==> src/rtl/rcv_control_if.sv <==
// rcv_control_if
//   Groups the receive controller's links to the bit timer / shift-register
//   datapath and to the host-side status.
//   master : timer/datapath/host side, drives packet_done, stop_bit, data_read
//   slave  : rcv_control, drives the strobes and status flags
//   packet_done   timer: 9-bit frame fully sampled
//   stop_bit      shift register: last sampled bit (valid with packet_done)
//   data_read     host consumes the buffered byte (level)
//   enable_timer  run bit timer / sampling
//   sbc_clear     one-cycle clear at frame start
//   load_buffer   one-cycle load of shift data into the receive buffer
//   data_ready    buffered byte valid and unread
//   framing_error last frame had stop bit = 0
//   overrun_error a byte was loaded over an unread one
interface rcv_control_if;
   logic packet_done;
   logic stop_bit;
   logic data_read;
   logic enable_timer;
   logic sbc_clear;
   logic load_buffer;
   logic data_ready;
   logic framing_error;
   logic overrun_error;

   modport master (
      output packet_done, stop_bit, data_read,
      input  enable_timer, sbc_clear, load_buffer,
             data_ready, framing_error, overrun_error
   );

   modport slave (
      input  packet_done, stop_bit, data_read,
      output enable_timer, sbc_clear, load_buffer,
             data_ready, framing_error, overrun_error
   );
endinterface

==> src/rtl/rcv_control.sv <==
// rcv_control
//   Receive control for the serial receiver: synchronises serial_in, detects
//   the start-bit falling edge, sequences a frame through the bit timer,
//   checks the stop bit, loads the receive buffer and keeps host status.
//   clk        system clock, rising edge
//   n_rst      asynchronous active-low reset
//   serial_in  raw serial line, idle high, asynchronous to clk
//   bus        rcv_control_if.slave: timer/datapath handshake and status
module rcv_control (
   input  logic             clk,
   input  logic             n_rst,
   input  logic             serial_in,
   rcv_control_if.slave     bus
);

   typedef enum logic [2:0] {
      IDLE,
      CLEAR,
      RECEIVE,
      CHECK,
      LOAD
   } state_t;

   state_t state_q, state_d;

   logic sync1_q, sync2_q, sync_prev_q;
   logic start_det;

   logic framing_error_q, framing_error_d;
   logic data_ready_q,    data_ready_d;
   logic overrun_error_q, overrun_error_d;

   // Two-stage synchroniser plus one history flop for edge detection.
   always_ff @(posedge clk or negedge n_rst) begin
      if (!n_rst) begin
         sync1_q     <= 1'b1;
         sync2_q     <= 1'b1;
         sync_prev_q <= 1'b1;
      end else begin
         sync1_q     <= serial_in;
         sync2_q     <= sync1_q;
         sync_prev_q <= sync2_q;
      end
   end

   assign start_det = sync_prev_q & ~sync2_q;

   always_ff @(posedge clk or negedge n_rst) begin
      if (!n_rst) begin
         state_q         <= IDLE;
         framing_error_q <= 1'b0;
         data_ready_q    <= 1'b0;
         overrun_error_q <= 1'b0;
      end else begin
         state_q         <= state_d;
         framing_error_q <= framing_error_d;
         data_ready_q    <= data_ready_d;
         overrun_error_q <= overrun_error_d;
      end
   end

   always_comb begin
      state_d         = state_q;
      framing_error_d = framing_error_q;
      unique case (state_q)
         IDLE: begin
            if (start_det) state_d = CLEAR;
         end
         CLEAR: begin
            framing_error_d = 1'b0;
            state_d         = RECEIVE;
         end
         RECEIVE: begin
            if (bus.packet_done) state_d = CHECK;
         end
         CHECK: begin
            if (bus.stop_bit) begin
               state_d = LOAD;
            end else begin
               framing_error_d = 1'b1;
               state_d         = IDLE;
            end
         end
         LOAD: begin
            state_d = IDLE;
         end
         default: state_d = IDLE;
      endcase
   end

   // A load over an unread byte keeps data_ready and flags overrun; a load
   // that coincides with data_read simply refreshes data_ready.
   always_comb begin
      data_ready_d    = data_ready_q;
      overrun_error_d = overrun_error_q;
      if (state_q == LOAD) begin
         if (data_ready_q && !bus.data_read) overrun_error_d = 1'b1;
         else                                data_ready_d    = 1'b1;
      end else if (bus.data_read) begin
         data_ready_d    = 1'b0;
         overrun_error_d = 1'b0;
      end
   end

   assign bus.enable_timer  = (state_q == RECEIVE);
   assign bus.sbc_clear     = (state_q == CLEAR);
   assign bus.load_buffer   = (state_q == LOAD);
   assign bus.framing_error = framing_error_q;
   assign bus.data_ready    = data_ready_q;
   assign bus.overrun_error = overrun_error_q;

endmodule
==> src/flat_wrapper.sv <==
// flat-port wrapper written by rule: the top's interface ports become plain ports
module rcv_control_flat 
  (clk, n_rst, serial_in, bus_packet_done, bus_stop_bit, bus_data_read, bus_enable_timer, bus_sbc_clear, bus_load_buffer, bus_data_ready, bus_framing_error, bus_overrun_error);
  rcv_control_if bus_i ();
  input  logic clk;
  input  logic n_rst;
  input  logic serial_in;
  input wire logic [$bits(bus_i.packet_done)-1:0] bus_packet_done;
  input wire logic [$bits(bus_i.stop_bit)-1:0] bus_stop_bit;
  input wire logic [$bits(bus_i.data_read)-1:0] bus_data_read;
  output wire logic [$bits(bus_i.enable_timer)-1:0] bus_enable_timer;
  output wire logic [$bits(bus_i.sbc_clear)-1:0] bus_sbc_clear;
  output wire logic [$bits(bus_i.load_buffer)-1:0] bus_load_buffer;
  output wire logic [$bits(bus_i.data_ready)-1:0] bus_data_ready;
  output wire logic [$bits(bus_i.framing_error)-1:0] bus_framing_error;
  output wire logic [$bits(bus_i.overrun_error)-1:0] bus_overrun_error;
  assign bus_i.packet_done = bus_packet_done;
  assign bus_i.stop_bit = bus_stop_bit;
  assign bus_i.data_read = bus_data_read;
  assign bus_enable_timer = bus_i.enable_timer;
  assign bus_sbc_clear = bus_i.sbc_clear;
  assign bus_load_buffer = bus_i.load_buffer;
  assign bus_data_ready = bus_i.data_ready;
  assign bus_framing_error = bus_i.framing_error;
  assign bus_overrun_error = bus_i.overrun_error;
  rcv_control u_core (.clk(clk), .n_rst(n_rst), .serial_in(serial_in), .bus(bus_i));
endmodule
==> config.mk <==
export PLATFORM = sky130hd
export DESIGN_NAME = rcv_control_flat
export DESIGN_NICKNAME = d
export VERILOG_FILES = /design/src/rtl/rcv_control_if.sv /design/src/rtl/rcv_control.sv /design/src/flat_wrapper.sv
export SDC_FILE = /design/constraint.sdc
export NUM_CORES = 1
export LEC_CHECK = 0
export CAP_MARGIN = 40
export CORE_AREA = 2 2 39 41
export CTS_CLUSTER_DIAMETER = 80
export DETAILED_ROUTE_END_ITERATION = 10
export DIE_AREA = 0 0 41 43
export PLACE_DENSITY = 0.63
export SETUP_SLACK_MARGIN = 0.4
export SLEW_MARGIN = 20
export SYNTH_ARGS = -nofsm -noshare
export SYNTH_HDL_FRONTEND = slang
export SYNTH_SLANG_ARGS = --single-unit
==> constraint.sdc <==
create_clock -name clk -period 0.85 [get_ports clk]
set_input_delay 0.255 -clock clk [delete_from_list [all_inputs] [get_ports clk]]
set_output_delay 0.255 -clock clk [all_outputs]
set_load 0.01 [all_outputs]
==> results.ini <==
[synthesis]
synth_top_area_share_pct=42.25
netlist-cell-type-count=17
synth_fp_nets=34
synth_area_um2=355.3
yosysWarnings=0
synthCells=28
ys_seq_area_share_pct=64.44
synth_seq_cells=9
avgSynthCellArea_um2=12.69
yosys.area.top_type=dfrtp_1
synthTopCellsByArea=dfrtp_1 42%, dfstp_2 22%, nor3b_2 7.0%, nor2_1 4.2%, buf_6 3.2%

[critical_path]
end_kind=primary output
cp_common_cell=buf_6
r2r_cells=5
cp-startpoint=u_core.state_q[0]
cp.required_ns=0.59
worst-setup-path-type=register to primary output
cp-start-kind=register
crit_fanout=3
crit_end=bus_sbc_clear
crit_path_cell_trace=buf_6 > nand2b_4 > nor2_4 > buf_6
critPathSlowestCell=dfrtp_2
r2r_start=u_core.state_q[1]
r2r_setup_slack_ns=-0.34
timing.rr.end=u_core.state_q[0]
cp.arrival_ns=1.04
cpPeakStageDelay_ns=0.44

[placement]
io_buffers=11
finalWeightedCongestion=0.6623
place_hpwl_um=490.2
dp_cells=62
dp_slack_ns=-0.5982

[routing]
first_pass_iters=2
wl_um=682
vias=286
detail_route.wl_per_cell_um=10.03
post_drt_via_cell_ratio=4.206
drt-initial-drc-count=3
post-route-drc-count=0
antenna_left=0

[sta]
relSlewSlack_pct=87.62
tns_ns=-2.912
period_minus_slack_ns=1.293
fin_crit_sh_pct=152.1
setup_slack_ns=-0.4425
setup_viol=12
worstMarginPinSlew_ns=0.1852
fmax_ghz=0.7737
clock_skew_ns=0.0001652
hold_viol_final=0
rsz0062_at_grt=true
report.final.slew_viol_count=0

[floorplanning]
rows=14
dieArea_um2=1763
start_util_pct=25.68
core_area_um2=1384
die_w_um=41
pin_count=12
die_y_um=43

[power]
power_density_nw_per_um2=2895
irDropWorstVdd_v=0.001258
internal-power_mw=1.210
p_seq_share_pct=35.3
p_clk_share_pct=18.2
leakage_nw=0.2842
power_mw=1.775
p_sw_share_pct=31.82
power.share.combinational_pct=46.5
p_switching_mw=0.5647

[grt]
grt_pass1_vias=296
overflow=0
antenna_found_initial=0
grt_max_degree=10
grt.total_usage_pct=10.40
grt_pass1_wl_um=1173

[cells_and_area]
final_nets=59
drive_gt1_share_pct=61.54
antenna_cells=0
layout.cells.non_filler=68
syn_to_final_growth_pct=72.54
fin_util_pct=44.30

[run_status]
violations=setup timing
status=complete, but fails checks

[clock_tree]
clkTransAtPathRegs_ns=0.06
root_buffer=clkbuf_4
htreeDepth=1
clk_path_buf_depth=2
cts.sinks=9
insertion_delay_ns=0.25
cts_made_buffers=3
cts_tree=yes

[run]
timing.max_cap.violations=0

[hold_path]
hold_class=primary input to async pin

-- layout make-up --
type / count / area (um2)
Inverter: 1 / 3.754
Clock buffer: 4 / 26.28
Tap cell: 16 / 20.02
Multi-Input combinational cell: 17 / 148.9
Timing Repair Buffer: 21 / 182.7
Fill cell: 142 / 770.7
Sequential cell: 9 / 231.5
-- state kept, by name, summed over array words and instances (netlist names) --
signal                    count
u_core.state_q                3
u_core.bus.overrun_error      1
u_core.sync1_q                1
u_core.bus.framing_error      1
u_core.sync_prev_q            1
u_core.bus.data_ready         1
u_core.sync2_q                1
-- cell families after synthesis --
| family | Yosys count | share of synthesized area, % |
|---|---|---|
| and+or+nand+nor | 12 | 21.13 |
| AOI/OAI and AO/OA | 4 | 7.745 |
| DFF | 9 | 64.44 |
| xor gates and xnor gates | 1 | 2.465 |
| buffers and inverters | 2 | 4.224 |
-- repair_timing --
| action | 4_1_cts | 5_1_grt |
|---|---|---|
| setup buffers | 2 | 0 |
| hold buffers | 0 | 0 |
| gates resized for setup | 31 | 3 |
| setup endpoints to repair | 18 | 14 |
| endpoints found under the hold margin | 0 | 0 |
| pin swaps | 4 | 0 |
-- placed cells by master, fill, tap and decap left out, types with 2 or more instances in the layout --
cell type	instances
dfstp_2	3
dfrtp_1	4
o21ai_2	2
dlygate4sd2_1	2
buf_6	4
buf_4	6
dfrtp_2	2
clkdlybuf4s50_1	3
clkbuf_4	3
nor2_1	3
buf_2	5
nor3b_2	2
-- through the flow --
step / instance area (um2) / hold WS [ns]
after floorplan: 377.9 / -0.04059
after global placement: 569.3 / 0.3484
after detailed placement: 569.3 / 0.3504
after CTS: 600.6 / 0.03912
after global routing: 613.1 / 0.03858
final: 613.1 / 0.04704
-- cells in the mapped netlist --
master and n:
nor3b_2 2, nor2_1 4, nand2b_1 1, o21ai_2 1
nand2_1 1, dfstp_2 3, o22a_1 1, nor3_1 1
dfrtp_1 6, or2_1 1, buf_6 1, inv_1 1
xnor2_1 1, a21oi_1 1, nor3b_1 1, nor2b_1 1
o21ai_1 1
-- how the worst min path moves through the flow --
| stage | start | endpoint | slack [ns] | cells after the start |
|---|---|---|---|---|
| final | n_rst | u_core.bus.overrun_error | 0.05 | 2 |
| after global routing | n_rst | u_core.bus.overrun_error | 0.04 | 2 |
| after CTS | n_rst | u_core.bus.overrun_error | 0.04 | 2 |
| after detailed placement | u_core.sync1_q | u_core.sync2_q | 0.35 | 0 |
| after global placement | u_core.sync1_q | u_core.sync2_q | 0.35 | 0 |
| after floorplan | n_rst | u_core.bus.data_ready | -0.04 | 0 |
-- routing by layer --
layer | routed length (um) | global-route usage, %
met3 | 38 | 4.712
met4 | 0 | 6.000
met5 | 0 | 0
met1 | 284 | 11.49
met2 | 359 | 15.63
-- power groups by stage --
stage / Combinational, mW / Sequential, mW / Clock [mW]
final: 0.825 / 0.627 / 0.323
after global routing: 0.891 / 0.644 / 0.365
after CTS: 0.787 / 0.629 / 0.340
after detailed placement: 0.695 / 0.655 / 0
after global placement: 0.692 / 0.651 / 0
after floorplan: 0.361 / 0.644 / 0
-- critical path: cells and delay by family, from the launching register on --
family / cells / cell delay (ns)
DFF: 1 / 0.44
buffers and inverters: 2 / 0.24
and+or+nand+nor: 2 / 0.10
(Power assumes the default switching activity.)
